===== config.mk =====
export PLATFORM = sky130hd
export DESIGN_NAME = mux_nx1_seq
export DESIGN_NICKNAME = d
export VERILOG_FILES = /design/src/rtl/mux_nx1_seq.sv
export SDC_FILE = /design/constraint.sdc
export NUM_CORES = 1
export LEC_CHECK = 0
export CAP_MARGIN = 25
export CORE_MARGIN = 3
export CORE_UTILIZATION = 32
export DETAILED_ROUTE_END_ITERATION = 10
export MAX_ROUTING_LAYER = met4
export PLACE_DENSITY = 0.81
export REMOVE_ABC_BUFFERS = 1
export SLEW_MARGIN = 25
export SYNTH_ARGS = -nofsm -noshare
export SYNTH_HDL_FRONTEND = slang
export SYNTH_SLANG_ARGS = --single-unit

===== constraint.sdc =====
create_clock -name clk -period 1.7 [get_ports clk]
set_input_delay 0.51 -clock clk [delete_from_list [all_inputs] [get_ports clk]]
set_output_delay 0.51 -clock clk [all_outputs]
set_load 0.02 [all_outputs]

===== src/rtl/mux_nx1_seq.sv =====
// N-input, WIDTH-bit registered multiplexer with a valid/ready output slot and auto-scan select.
// Optional MUX_PARITY_EN adds a registered even-parity bit (result_par) alongside result.
module mux_nx1_seq #(
    parameter int WIDTH = 8,
    parameter int N     = 4,
    parameter int SEL_W = 2
) (
    input  logic               clk,
    input  logic               rst_n,
    input  logic [N*WIDTH-1:0] d,
    input  logic               en,
    input  logic               mode,
    input  logic [SEL_W-1:0]   sel_in,
    input  logic               sel_load,
    input  logic               out_ready,
    output logic               out_valid,
    output logic [WIDTH-1:0]   result,
    output logic [SEL_W-1:0]   sel_cur,
    output logic               sel_err
`ifdef MUX_PARITY_EN
    ,
    output logic               result_par
`endif
);

    localparam int             SLOTS   = 2 ** SEL_W;
    localparam logic [SEL_W:0] N_EXT   = (SEL_W + 1)'(N);
    localparam logic [SEL_W-1:0] LAST_SEL = SEL_W'(N - 1);

    generate
        if (SLOTS < N) begin : g_bad_sel_w
            $error("mux_nx1_seq: SEL_W too narrow for N channels");
        end
    endgenerate

    // Channel table is padded to a power of two so sel_cur indexes it at its exact width.
    logic [WIDTH-1:0] chan [SLOTS];

    generate
        for (genvar gi = 0; gi < SLOTS; gi++) begin : g_chan
            if (gi < N) begin : g_live
                assign chan[gi] = d[gi*WIDTH +: WIDTH];
            end else begin : g_pad
                assign chan[gi] = '0;
            end
        end
    endgenerate

    logic [WIDTH-1:0] sel_data;
    logic             slot_free;
    logic             capture;
    logic             sel_in_ok;

    logic [WIDTH-1:0] result_reg, result_next;
    logic             out_valid_reg, out_valid_next;
    logic [SEL_W-1:0] sel_reg, sel_next;
    logic             sel_err_reg, sel_err_next;

    assign sel_data  = chan[sel_reg];
    assign slot_free = !out_valid_reg || out_ready;
    assign capture   = en && slot_free;
    assign sel_in_ok = ({1'b0, sel_in} < N_EXT);

    always_comb begin
        result_next    = result_reg;
        out_valid_next = out_valid_reg;
        if (capture) begin
            result_next    = sel_data;
            out_valid_next = 1'b1;
        end else if (out_valid_reg && out_ready) begin
            out_valid_next = 1'b0;
        end
    end

    // A load always beats a scan advance; the capture on that edge still uses the old select.
    always_comb begin
        sel_next     = sel_reg;
        sel_err_next = sel_err_reg;
        if (sel_load) begin
            if (sel_in_ok) begin
                sel_next = sel_in;
            end else begin
                sel_err_next = 1'b1;
            end
        end else if (mode && capture) begin
            sel_next = (sel_reg == LAST_SEL) ? '0 : sel_reg + 1'b1;
        end
    end

    always_ff @(posedge clk or negedge rst_n) begin
        if (!rst_n) begin
            result_reg    <= '0;
            out_valid_reg <= 1'b0;
            sel_reg       <= '0;
            sel_err_reg   <= 1'b0;
        end else begin
            result_reg    <= result_next;
            out_valid_reg <= out_valid_next;
            sel_reg       <= sel_next;
            sel_err_reg   <= sel_err_next;
        end
    end

`ifdef MUX_PARITY_EN
    logic result_par_reg;

    always_ff @(posedge clk or negedge rst_n) begin
        if (!rst_n) begin
            result_par_reg <= 1'b0;
        end else if (capture) begin
            result_par_reg <= ^sel_data;
        end
    end

    assign result_par = result_par_reg;
`endif

    assign result    = result_reg;
    assign out_valid = out_valid_reg;
    assign sel_cur   = sel_reg;
    assign sel_err   = sel_err_reg;

endmodule


==> After elaboration in Yosys (flattened, before gate mapping) <==
Index checks and enable logic that the tools add are counted.
W data, S select, Z words.
{ "word_totals": {"regBits": 11, "inputBits": 40, "elab_cells": 22} }
{ "classes": {"n_addsub": 1, "n_lt_le_gt_ge": 1, "n_eq_ne": 1, "muxes": 8, "bitwise_logic": 1, "reduce_logical": 7} }
{ "ops": {"columns": ["cell", "count"], "rows": [
  ["$bmux W8 S2", 1],
  ["$mux W8", 2],
  ["$mux W2", 3],
  ["$reduce_bool A2 Y1", 2],
  ["$ge A3 B3 Y1 const B", 1],
  ["$logic_and A1 B1 Y1", 3],
  ["$not A2 Y3", 1],
  ["$add A2 B1 Y2 const B", 1],
  ["$eq A2 B2 Y1 const B", 1],
  ["$mux W1", 2],
  ["$logic_not A1 Y1", 1],
  ["$logic_or A1 B1 Y1", 1]
]} }

==> Depth between registers and ports, before layout <==
Gate-level depths: netlist (run 1).
{ "depth": {"ltp_word": 6, "mapped_depth": 3} }

==> Worst setup path after synthesis (run 1) <==
OpenSTA, ideal clock, no wires.
{ "synth_timing": {"kind": "register to register", "start": "register sel_reg[0], in the netlist sel_cur[0]", "end": "register result_reg[0], in the netlist result[0]", "t_arrival_ps": 1404, "required_ps": 1575, "slack_ps": 171, "stages_incl_launch_ff": 4, "n_path_buf": 1, "period_less_slack_ps": 1529, "path_cell_list": "dfrtp_1 -> buf_6 -> mux4_2 -> mux2_2"} }
{ "synth_between": {"elab_chain_len": 4} }
{ "synth_lines": {"columns": ["item", "line_no", "rtl"], "rows": [
  ["start, declared", "56", "logic [SEL_W-1:0] sel_reg, sel_next;"],
  ["start signal, assigned", "99", "sel_reg <= sel_next;"],
  ["$not A2 Y3 (not written as such)", "59", "assign sel_data = chan[sel_reg];"],
  ["$bmux W8 S2", "59", null],
  ["$mux W8 (not written as such) (2 in a row)", "59", null],
  ["end signal, assigned", "97", "result_reg <= result_next;"],
  ["end, declared", "54", "logic [WIDTH-1:0] result_reg, result_next;"]
]} }
No other way between the ends. The select of a mux whose other input is x is not followed.
A chain may end at the register's enable or synchronous reset.

==> Worst setup path in the final report (run 1) <==
{ "layout_timing": {"start": "register sel_reg[1], in the netlist sel_cur[1]", "end": "output port sel_cur[1]"} }
{ "layout_lines": {"columns": ["item", "line_no", "rtl"], "rows": [
  ["end, declared", "18", "output logic [SEL_W-1:0] sel_cur,"]
]} }
No word-level cell between the ends.

==> metrics.txt, run 1 <==
WHS Path Cells=1; max FFs per register=8; initial antenna violation count=0; Crit path required time=1190 ps; gr ovfl total=0; Hold EP=result[5]$_DFFE_PN0P_; Post-Synthesis Cells=between 40 and 50; Synth Area in Compound Gates=0.0342; reg2reg start=sel_cur[0]$_DFFE_PN0P_; initial core utilization=0.358; synthesized cell area=between 600 and 700 um2; Synthesis Warnings=0; worst-case clock buffer depth=2; CTS Root Cell=clkbuf_4; CP Launch Type=flop; Placed Cells=between 100 and 150; CP Class=reg2out; H-tree depth=1; Max Cap Violations=0; GP Congestion=0.654; Max VDD drop=0.000395 V; cts bufs inserted=3; crit-path max cell delay=390 ps; xor and xnor area share after synthesis=0; area delta synth->final=91.6%; IO Count=between 50 and 60; total chip power=~0.95 mW; HP Class=reg2reg; Placement Rows=15; final slew viol count=0; Via density=between 4 and 5; Tmin final=between 1500 and 2000 ps; Post-Synth Simple-Gate Area=0.0722; layout cells sized above 1=0.274; synth unique cells=17; Vias=638; arrival time worst endpoint=1020 ps; Max stage delay cell, worst path=dfrtp_1; Total Wirelength=between 2 and 2.5 mm; Crit Path Max Fanout=3; hold slack=501 ps; DRT iter0 DRCs=6; CP delay by family, top=flip-flops; hold_sp=result[5]$_DFFE_PN0P_; Synth Register Bits=11; clock input transition at the sequential cells of the worst setup and hold paths=about 70 ps; buffers added on ports=50; main combinational cell family by area after synthesis=multiplexers; first-pass GRT wire length=~3.3 mm; crit path capture type=primary output; fin cells=around 130; DIE WIDTH=between 50 and 60 um; vias in the first global route=around 700; DIE AREA=0.00264 mm2; GRT Total Usage=0.182; routed len/inst=15.7 um; hold buffers post-CTS=0; antenna viol nets, final=0; fillcell total=around 150; post-synthesis mux area share=0.411; CTS sink count=11; largest net degree at the start of global routing=12; outcome=finished, final reports clean; Fin. Hold Viols=0; Power Density=around 750 mW/mm2; Synth Area in Adders=0.0190; First-pass DRT Iterations=3; Final Skew=around 2.1 ps; Die Y=around 51 um; Worst R2R Path Depth=4; crit path cell chain=dlygate4sd2_1; period utilisation layout=0.899; Worst R2R End=sel_cur[0]$_DFFE_PN0P_; Worst-Skew Late Latency=around 270 ps; Max Fclk=roughly 0.65 GHz; Lkg Pwr=0.525 nW; final setup violation count=0; CTS tree=built; Worst path depth=1; sequential cell area fraction in the yosys report=0.418; Mean Syn Cell Area=14.3 um2; RSZ-0062 raised after global routing=no; HPWL after DPL=1.75 mm; diode count=0; WP buf/inv=1; final-stage net count=148; Residual DRC=0; internal reg-to-reg setup slack=210 ps; core box area=about 0.0018 mm2
==> metrics by stage <==
step / util / cell area, um2 / setup slack, ps / setup TNS (ps)
2_1_floorplan: - / 636 / 29.5 / 0
3_3_place_gp: 0.678 / 1250 / -75.8 / -637
3_5_place_dp: 0.678 / 1250 / -107 / -826
4_1_cts: 0.686 / 1260 / 153 / 0
5_1_grt: 0.686 / 1260 / 126 / 0
6_report: 0.686 / 1260 / 172 / 0
==> final cells by class <==
type                       count  area, um2  share of cell area
timing repair buffer          59        567               0.449
clock buffer                   3       22.5              0.0179
inverter                       1       3.75             0.00298
sequential                    11        275               0.218
tap                           25       31.3              0.0248
multi-input combinational     31        357               0.283
clock inverter                 1       5.00             0.00397
==> Yosys cell counts <==
| cell type | count | area [um2] |
|---|---|---|
| a31oi_1 | 2 | 12.5 |
| buf_4 | 1 | 7.51 |
| nand2b_1 | 2 | 12.5 |
| nand4_1 | 1 | 6.26 |
| nor2b_1 | 1 | 6.26 |
| clkbuf_1 | 1 | 3.75 |
| buf_6 | 1 | 11.3 |
| ha_1 | 1 | 12.5 |
| nor2_1 | 2 | 7.51 |
| inv_1 | 1 | 3.75 |
| conb_1 | 1 | 3.75 |
| or4_1 | 1 | 7.51 |
| mux2_2 | 8 | 90.1 |
| mux4_2 | 8 | 180 |
| o21ai_0 | 2 | 10.0 |
| nand2_1 | 2 | 7.51 |
| dfrtp_1 | 11 | 275 |
==> per-layer routing <==
| layer | global-route usage | vias up | share of wire |
|---|---|---|---|
| li1 | - | 298 | - |
| met1 | 0.183 | 303 | 0.36 |
| met2 | 0.303 | 35 | 0.49 |
| met3 | 0.0700 | 2 | 0.13 |
| met4 | 0.105 | 0 | 0.011 |
| met5 | - | - | 0 |
==> where the power goes <==
| part | internal (mW) | leakage, nW | total (mW) | switching [mW] |
|---|---|---|---|---|
| clock network | 0.0870 | 0.0177 | 0.177 | 0.0899 |
| logic | 0.248 | 0.381 | 0.428 | 0.179 |
| registers | 0.316 | 0.127 | 0.345 | 0.0282 |
==> cell usage in the layout (no fill, tap or decap), drive strengths merged <==
master	synthesis	final
clkdlybuf4s50	0	39
dfrtp	11	11
dlygate4sd2	0	11
buf	2	9
mux4	8	8
mux2	8	8
clkbuf	1	3
nand2b	2	2
nand2	2	2
o21ai	2	2
nor2	2	2
a31oi	2	2
inv	1	1
nand4	1	1
nor2b	1	1
or4	1	1
ha	1	1
conb	1	1
clkinv	0	1
==> worst max path at each step <==
| stage | startpoint | to |
|---|---|---|
| after floorplan | sel_cur[0]$_DFFE_PN0P_ | result[0]$_DFFE_PN0P_ |
| after global placement | out_ready | result[6]$_DFFE_PN0P_ |
| after detailed placement | d[20] | result[4]$_DFFE_PN0P_ |
| after CTS | sel_cur[1]$_DFFE_PN0P_ | sel_cur[1] |
| after global routing | sel_cur[1]$_DFFE_PN0P_ | sel_cur[1] |
| final | sel_cur[1]$_DFFE_PN0P_ | sel_cur[1] |
==> logic make-up (layout without fill, tap and decap cells) <==
logic type / Yosys count / after routing
adders and majority gates: 1 / 1
DFF: 11 / 11
and+or+nand+nor: 9 / 9
buffers and inverters: 4 / 64
AOI/OAI and AO/OA: 4 / 4
other: 1 / 1
muxes: 16 / 16
==> what timing repair did <==
action                     in CTS  in global routing
setup endpoints to repair      11                  0
resized for setup              11                  0
setup buffers                   0                  0
Note: power is estimated with default switching activity, not from simulation.
==> run 2: changes to the inputs <==
clock period = 1.5 ns   (was 1.7 ns; I/O delays follow)
==> run 2 against run 1 <==
  * Worst hold slack worse by 23 ps
  * Global-route usage down 0.33 points
  * Critical endpoint is now result[0]$_DFFE_PN0P_
  * Largest cell class unchanged
  * Clock power up 11%
  * Clock skew about the same
  * Power up 15%
  * Via count up 1.6%
  * Register-to-register slack worse by 180 ps
  * Critical path depth up 2
  * Routed wire length up 5.8%
  * Cell count up 2.3%
  * First-iteration DRC count unchanged
==> metrics.txt, run 2 (synthesized netlist as in run 1, its figures left out) <==
Worst-Skew Late Latency=between 200 and 300 ps; diode count=0; initial antenna violation count=0; vias in the first global route=between 600 and 700; Via density=4.84; CTS tree=built; fin area=0.00128 mm2; worst-case clock buffer depth=2; CTS sink count=11; total chip power=around 1.1 mW; layout cells sized above 1=0.312; Area after DPL=roughly 0.0013 mm2; Finished Core Util=0.697; area delta synth->final=94.9%; Crit Path Max Fanout=7; Placed Cells=~130; final slew viol count=0; Placement Rows=15; First-pass DRT Iterations=2; arrival time worst endpoint=around 1600 ps; HPWL after DPL=between 1.5 and 2 mm; fin cells=134; Residual DRC=0; Vias=~650; IO Count=52; gr ovfl total=0; antenna viol nets, final=0; Max Cap Violations=0; CP Class=reg2reg; buffers added on ports=50; internal reg-to-reg setup slack=30 ps; DIE AREA=about 0.0026 mm2; outcome=finished, final reports clean; first-pass GRT wire length=~3.2 mm; Crit path required time=~1700 ps; crit path capture type=flop; pre-CTS setup slack=-248 ps; hold buffers post-CTS=0; initial core utilization=0.358; Final TNS setup=0 ps; DRT iter0 DRCs=6; Max Fclk=0.679 GHz; final-stage net count=roughly 150; HP Class=in2async; Fin. Hold Viols=0; Total Wirelength=between 2 and 2.5 mm; Power Density=848 mW/mm2; DIE WIDTH=51.4 um; Lkg Pwr=approximately 0.54 nW; routed len/inst=roughly 16 um; RSZ-0062 raised after global routing=yes; cts bufs inserted=3; CTS Root Cell=clkbuf_4; hold slack=approximately 480 ps; most frequent cells in the layout=clkdlybuf4s50_1, buf_4, dfrtp_1; CP Launch Type=flop; commonest non-fill, non-tap cell in the layout=clkdlybuf4s50_1; clock input transition at the sequential cells of the worst setup and hold paths=70 ps; core box area=approximately 0.0018 mm2; period utilisation layout=0.982; Die Y=roughly 51 um; Final Skew=2.46 ps; final worst slack=26.6 ps; Tmin final=around 1500 ps; final setup violation count=0; GP Congestion=0.713; largest net degree at the start of global routing=12; H-tree depth=1; max FFs per register=8; Max VDD drop=0.000402 V; GRT Total Usage=0.179
==> run 2: worst paths after layout <==
path | start | to | cells past startpoint
hold / removal | rst_n | result[6]$_DFFE_PN0P_ | 2
min in group clk | result[6]$_DFFE_PN0P_ | result[6]$_DFFE_PN0P_ | 1
hold reg to reg | result[6]$_DFFE_PN0P_ | result[6]$_DFFE_PN0P_ | 1
max in group asynchronous | rst_n | sel_cur[0]$_DFFE_PN0P_ | 2
setup / recovery | sel_cur[0]$_DFFE_PN0P_ | result[0]$_DFFE_PN0P_ | 3
setup reg to reg | sel_cur[0]$_DFFE_PN0P_ | result[0]$_DFFE_PN0P_ | 3
==> run 2: final cells by class <==
| type | count | area [um2] |
|---|---|---|
| Clock buffer | 4 | 26.3 |
| Sequential cell | 11 | 277 |
| Tap cell | 25 | 31.3 |
| Timing Repair Buffer | 62 | 588 |
| Inverter | 1 | 3.75 |
| Multi-Input combinational cell | 31 | 357 |
| Fill cell | 149 | 557 |
==> run 2: critical path, stage by stage, from the launching register on <==
cell     delay [ps]
dfrtp_2         430
buf_4           160
mux4_2          500
mux2_2          270
==> run 2: power breakdown <==
group | switching (mW) | internal [mW]
clock network | 0.0938 | 0.103
registers | 0.0355 | 0.359
logic | 0.204 | 0.292
==> run 2: what timing repair did <==
| item | CTS | global route |
|---|---|---|
| setup endpoints to repair | 18 | 9 |
| gates resized for setup | 13 | 5 |
| setup buffers | 0 | 1 |
==> run 2: layer usage <==
layer / GRT usage / routed length (um) / vias up
li1: - / - / 303
met1: 0.217 / 896 / 304
met2: 0.270 / 978 / 37
met3: 0.0700 / 265 / 4
met4: 0.0655 / 38 / 0
met5: - / 0 / -
